### config.mk
export PLATFORM = sky130hd
export DESIGN_NAME = rggen_bit_field_w01s_ws_wos_hwset
export DESIGN_NICKNAME = d
export VERILOG_FILES = /design/src/rtl/rggen_bit_field_w01s_ws_wos_hwset.sv
export SDC_FILE = /design/constraint.sdc
export NUM_CORES = 1
export LEC_CHECK = 0
export BUFFER_PORTS_ARGS = -buffer_cell sky130_fd_sc_hd__buf_4
export CAP_MARGIN = 20
export CORE_UTILIZATION = 31
export CTS_CLUSTER_DIAMETER = 100
export DETAILED_ROUTE_END_ITERATION = 16
export HOLD_SLACK_MARGIN = 0.08
export PLACE_DENSITY = 0.84
export SYNTH_ARGS = -nofsm -noshare
export SYNTH_HDL_FRONTEND = slang
export SYNTH_SLANG_ARGS = --single-unit
### constraint.sdc
create_clock -name i_clk -period 1 [get_ports i_clk]
set_clock_uncertainty 0.2 [all_clocks]
set_input_delay 0.2 -clock i_clk [delete_from_list [all_inputs] [get_ports i_clk]]
set_output_delay 0.2 -clock i_clk [all_outputs]
set_load 0.005 [all_outputs]
### src/rtl/rggen_bit_field_w01s_ws_wos_hwset.sv
// Set-type register bit field (W0S/W1S/WS) with a hardware set path, edge detection,
// selectable set/clear priority, per-bit lost-event flags and a registered interrupt.
module rggen_bit_field_w01s_ws_wos_hwset #(
    parameter logic [1:0]       SET_VALUE      = 2'b00,
    parameter bit               WRITE_ONLY     = 1'b0,
    parameter int unsigned      WIDTH          = 8,
    parameter logic [WIDTH-1:0] INITIAL_VALUE  = {WIDTH{1'b0}},
    parameter logic [1:0]       HW_SET_MODE    = 2'b00,
    parameter bit               CLEAR_PRIORITY = 1'b0
) (
    input  logic             i_clk,
    input  logic             i_rst_n,
    input  logic             i_bit_field_valid,
    input  logic [WIDTH-1:0] i_bit_field_read_mask,
    input  logic [WIDTH-1:0] i_bit_field_write_mask,
    input  logic [WIDTH-1:0] i_bit_field_write_data,
    output logic [WIDTH-1:0] o_bit_field_read_data,
    output logic [WIDTH-1:0] o_bit_field_value,
    input  logic [WIDTH-1:0] i_set,
    input  logic [WIDTH-1:0] i_clear,
    input  logic [WIDTH-1:0] i_enable,
    output logic [WIDTH-1:0] o_value,
    output logic [WIDTH-1:0] o_overflow,
    output logic             o_irq
);

    logic [WIDTH-1:0] value_q, value_d;
    logic [WIDTH-1:0] set_dly_q, set_dly_d;
    logic [WIDTH-1:0] overflow_q, overflow_d;
    logic             irq_q, irq_d;
    logic [WIDTH-1:0] sw_set;
    logic [WIDTH-1:0] hw_set;
    logic [WIDTH-1:0] set_all;

    // Read mask carries no meaning for a set-type field.
    logic unused_read_mask;
    assign unused_read_mask = ^i_bit_field_read_mask;

    always_comb begin
        sw_set = '0;
        if (i_bit_field_valid && (|i_bit_field_write_mask)) begin
            case (SET_VALUE)
                2'b00:   sw_set = i_bit_field_write_mask & ~i_bit_field_write_data;
                2'b01:   sw_set = i_bit_field_write_mask & i_bit_field_write_data;
                default: sw_set = '1;
            endcase
        end
    end

    always_comb begin
        hw_set = '0;
        case (HW_SET_MODE)
            2'b00:   hw_set = i_set;
            2'b01:   hw_set = i_set & ~set_dly_q;
            2'b10:   hw_set = ~i_set & set_dly_q;
            default: hw_set = i_set ^ set_dly_q;
        endcase
    end

    always_comb begin
        set_all   = sw_set | hw_set;
        set_dly_d = i_set;
        if (CLEAR_PRIORITY) begin
            value_d = (value_q | set_all) & ~i_clear;
        end else begin
            value_d = (value_q & ~i_clear) | set_all;
        end
        // Only hardware events landing on an already-set bit count as lost.
        overflow_d = (overflow_q & ~i_clear) | (hw_set & value_q & ~i_clear);
        irq_d      = |(value_q & i_enable);
    end

    always_ff @(posedge i_clk or negedge i_rst_n) begin
        if (!i_rst_n) begin
            value_q    <= INITIAL_VALUE;
            set_dly_q  <= '0;
            overflow_q <= '0;
            irq_q      <= 1'b0;
        end else begin
            value_q    <= value_d;
            set_dly_q  <= set_dly_d;
            overflow_q <= overflow_d;
            irq_q      <= irq_d;
        end
    end

    assign o_value               = value_q;
    assign o_bit_field_value     = value_q;
    assign o_bit_field_read_data = WRITE_ONLY ? '0 : value_q;
    assign o_overflow            = overflow_q;
    assign o_irq                 = irq_q;

endmodule

# Word level (Yosys, flattened, before mapping)
# Index checks and enable logic that the tools add are counted.
# W data, S select, Z words.
[classes]
reduce_logical = 3
n_bitwise = 11
muxes = 1
[ops]
columns = ["cell", "count"]
rows = [
  ["$and A8 B8 Y8", 6],
  ["$or A8 B8 Y8", 3],
  ["$not A8 Y8", 2],
  ["$reduce_or A8 Y1", 2],
  ["$mux W8", 1],
  ["$logic_and A1 B1 Y1", 1],
]
[word_totals]
input_bits = 51
register_bits = 17
wordCells = 18
out_inout_bits = 33

# Logic depth before layout (Yosys ltp)
[logic_depth]
word_depth = 5
depth_mapped = 3

# Least setup slack after synthesis
# OpenSTA, ideal clock, no wires.
[synth_timing]
path_kind = "register to register"
startpoint = "reg value_q[6] (netlist: o_bit_field_read_data[6])"
endpoint = "reg value_q[6] (netlist: o_bit_field_read_data[6])"
period_less_slack_ns = 1.076
setup_ns = 0.126
path_slack_ns = -0.076
path_stages_with_launch = 2
t_arrival_ns = 0.750
path_cell_list = "dfrtp_1 a221o_1"
[synth_via]
elab_chain_len = 2
[synth_rtl]
columns = ["element", "line_no", "text"]
rows = [
  ["start: declaration", "27", "logic [WIDTH-1:0] value_q, value_d;"],
  ["start signal: assignment", "80", "value_q <= value_d;"],
  ["$and A8 B8 Y8", "66", "value_d = (value_q & ~i_clear) | set_all;"],
  ["$or A8 B8 Y8", "66", ""],
  ["net value_d[6]", "27", ""],
]
# The timed path passes the listed nets, and every way through them passes these cells.

# Worst setup path in the final report
[layout_timing]
startpoint = "reg value_q[7] (netlist: o_bit_field_read_data[7])"
endpoint = "out o_value[7]"
[layout_rtl]
columns = ["element", "line_no", "text"]
rows = [
  ["end: declaration", "22", "output logic [WIDTH-1:0] o_value,"],
]
# No word-level cell between the ends.

==> impl_metrics.env <==
export IMPL_start_util_pct=32.9
export IMPL_clock_sinks=17
export IMPL_worstMarginPinSlew_ps=219
export IMPL_row_count=18
export IMPL_cp_max_fo=4
export IMPL_drive_above_1_share_pct=71.9
export IMPL_drv_slew=0
export IMPL_synth_area_leaders="dfrtp_1 52%, buf_4 15%, o221ai_1 7.4%"
export IMPL_worstSetupPathType="flop to output pin"
export IMPL_r2r_start="o_bit_field_read_data[5]"
export IMPL_drt_total_wl_mm=2.96
export IMPL_power_switching_share_pct=26.6
export IMPL_failed_checks="hold timing, setup timing"
export IMPL_clockRootBuffer="clkbuf_4"
export IMPL_instances_no_fill=208
export IMPL_synth_main_ff_cell="dfrtp_1"
export IMPL_pwr_share_comb_pct=37.5
export IMPL_ff2ff_path_depth=4
export IMPL_hold_depth=3
export IMPL_p_int_mw=1.36
export IMPL_synth_common_cells="17 x dfrtp_1, 16 x buf_4, 15 x inv_1"
export IMPL_syn_to_final_growth_pct=126
export IMPL_syn_area_per_cell_um2=9.57
export IMPL_route_detailed_drc=0
export IMPL_ios=84
export IMPL_hold_end="o_bit_field_read_data[5]"
export IMPL_viasPerCell=4.56
export IMPL_fin_crit_ps=1320
export IMPL_yosys_warnings=0
export IMPL_yosysSeqAreaShare_pct=51.7
export IMPL_hpwl_mm=1.89
export IMPL_slew_headroom_pct=85.4
export IMPL_post_place_cells=178
export IMPL_cap_violations=0
export IMPL_die_x_um=53.5
export IMPL_grt_usage_pct=21.6
export IMPL_clk_latency_ps=270
export IMPL_placement_io_buffers=75
export IMPL_cts_max_level=1
export IMPL_p_leak_nw=0.919
export IMPL_pwr_share_clk_pct=19.0
export IMPL_peakVddDrop_v=0.000938
export IMPL_setup_violations=48
export IMPL_arrival_ps=920
export IMPL_first_pass_iters=4
export IMPL_drt_iter0_drc=3
export IMPL_cts_tree="done"
export IMPL_crit_required_ps=600
export IMPL_grt_first_pass_wirelength_mm=4.38
export IMPL_hold_violations=12
export IMPL_synth_nets=137
export IMPL_ys_ff_latch=17
export IMPL_cp_cell_sequence="buf_6 > buf_6"
export IMPL_synth_top_area_share_pct=51.7
export IMPL_p_switching_mw=0.490
export IMPL_rsz0062_at_grt="true"
export IMPL_grt_pass1_vias=1064
export IMPL_p_seq_share_pct=43.5
export IMPL_cts_buffer_depth=2
export IMPL_clk_pin_slew_ps=90
export IMPL_async_reset_ff_share_pct=100
export IMPL_status="complete, but fails checks"
export IMPL_max_freq_mhz=758
export IMPL_synth_edff_count=0
export IMPL_finalCritPeriodShare_pct=132
export IMPL_grt_overflow=0
export IMPL_syn_area_um2=823
export IMPL_final_nets=230
export IMPL_die_area_um2=2870
export IMPL_layout_core_utilization_pct=74.4
export IMPL_fillers=183
export IMPL_cts_buffers=3
export IMPL_antenna_cells=0
export IMPL_grt_max_degree=18
export IMPL_slowest_delay_ps=410
export IMPL_synth_area_leader_cell="dfrtp_1"
export IMPL_routabilityCongestion=0.690
export IMPL_ant_nets=0
export IMPL_postSynthCellCount=86
export IMPL_wl_per_cell_um=14.2
export IMPL_cp_slowest_cell="dfrtp_1"
export IMPL_p_per_area_nw_per_um2=993
export IMPL_fp_dieH_um=53.5
export IMPL_antenna_found_initial=0
export IMPL_vias=948
export IMPL_timing_final_ws_setup_ps=-320
export IMPL_r2r_slack_ps=-180
export IMPL_core_region_area_um2=2500
export IMPL_synthDistinctLibCells=12
export IMPL_r2r_end="o_overflow[5]"
export IMPL_crit_top_cell="buf_6"
export IMPL_cp_start_kind="flop"
export IMPL_dp_worst_setup_slack_ps=-96.6
export IMPL_worstHoldStart="i_set[5]"
export IMPL_cp_end_kind="output pin"
export IMPL_yosysMostFrequentCell="dfrtp_1"
export IMPL_holdWs_ps=-68.0
export IMPL_hold_class="primary input to flop"
==> how the worst max path moves through the flow <==
stage                              from                  endpoint  slack, ps  cells past startpoint
2_1_floorplan  o_bit_field_read_data[6]  o_bit_field_read_data[6]        -40                      1
3_3_place_gp   o_bit_field_read_data[6]                     o_irq       -100                      2
3_5_place_dp   o_bit_field_read_data[6]                     o_irq       -100                      2
4_1_cts        o_bit_field_read_data[7]                o_value[7]       -340                      2
5_1_grt        o_bit_field_read_data[0]  o_bit_field_read_data[0]       -370                      2
6_report       o_bit_field_read_data[7]                o_value[7]       -320                      2
==> power by group through the flow <==
stage | sequential (mW) | combinational (mW) | clock (mW)
detailed placement | 0.793 | 0.430 | 0
CTS | 0.796 | 0.646 | 0.375
global route | 0.809 | 0.745 | 0.407
finish | 0.802 | 0.693 | 0.350
floorplan | 0.798 | 0.152 | 0
global placement | 0.788 | 0.414 | 0
==> area by class of cell <==
type,instances,area [um^2],share of cell area (%)
Clock buffer,4,26.3,1.41
Tap cell,30,37.5,2.02
Multi-Input combinational cell,37,322,17.3
Sequential cell,17,432,23.2
Inverter,15,58.8,3.16
Timing Repair Buffer,105,983,52.9
==> cells by family after synthesis <==
group	synth area share [%]
buffers and inverters	22.8
AOI/OAI and AO/OA	17.2
and+or+nand+nor	8.36
DFF	51.7
==> stage by stage <==
stage          cell area (um^2)  total power [mW]  TNS [ps]
4_1_cts                    1790              1.82    -10850
3_3_place_gp               1320              1.20      -508
2_1_floorplan               823             0.950     -54.0
5_1_grt                    1860              1.96    -12520
6_report                   1860              1.85    -10690
3_5_place_dp               1320              1.22      -800
==> layer usage <==
| metal | share of wire, % | vias to the layer above | track usage (%) |
|---|---|---|---|
| li1 | - | 456 | - |
| met3 | 4.9 | 2 | 4.24 |
| met5 | 0 | - | 0 |
| met1 | 32 | 451 | 18.6 |
| met4 | 0.34 | 0 | 4.82 |
| met2 | 62 | 39 | 47.9 |
==> repair_timing <==
item,CTS,global route
gates resized for setup,64,16
hold buffers,11,5
buffers inserted,13,3
pin swaps,11,6
endpoints found under the setup margin,43,50
endpoints found under the hold margin,34,17
==> cells in the final DEF, fill, tap and decap left out <==
master	Yosys	layout
a21oi_2	0	6
a21oi_4	0	2
a221o_1	1	1
a22oi_2	0	4
buf_4	16	49
buf_6	1	44
clkbuf_1	0	1
clkbuf_4	0	3
dfrtp_1	17	12
dfrtp_2	0	5
dlygate4sd3_1	0	12
inv_1	15	8
inv_2	0	6
inv_4	0	1
nand2_1	7	7
nand4_1	1	1
nor2_1	8	7
nor2_2	0	1
nor2b_1	1	1
o221ai_2	0	7
==> sequential cells by signal, indices dropped and copies added, names as in the netlist <==
signal	cells
o_bit_field_read_data	8
o_overflow	8
o_irq	1
==> worst max-delay path, delay by kind of cell (launching register included) <==
family / cells / cell delay, ps
buffers and inverters: 2 / 230
DFF: 1 / 410
Note: power is estimated with default switching activity, not from simulation.
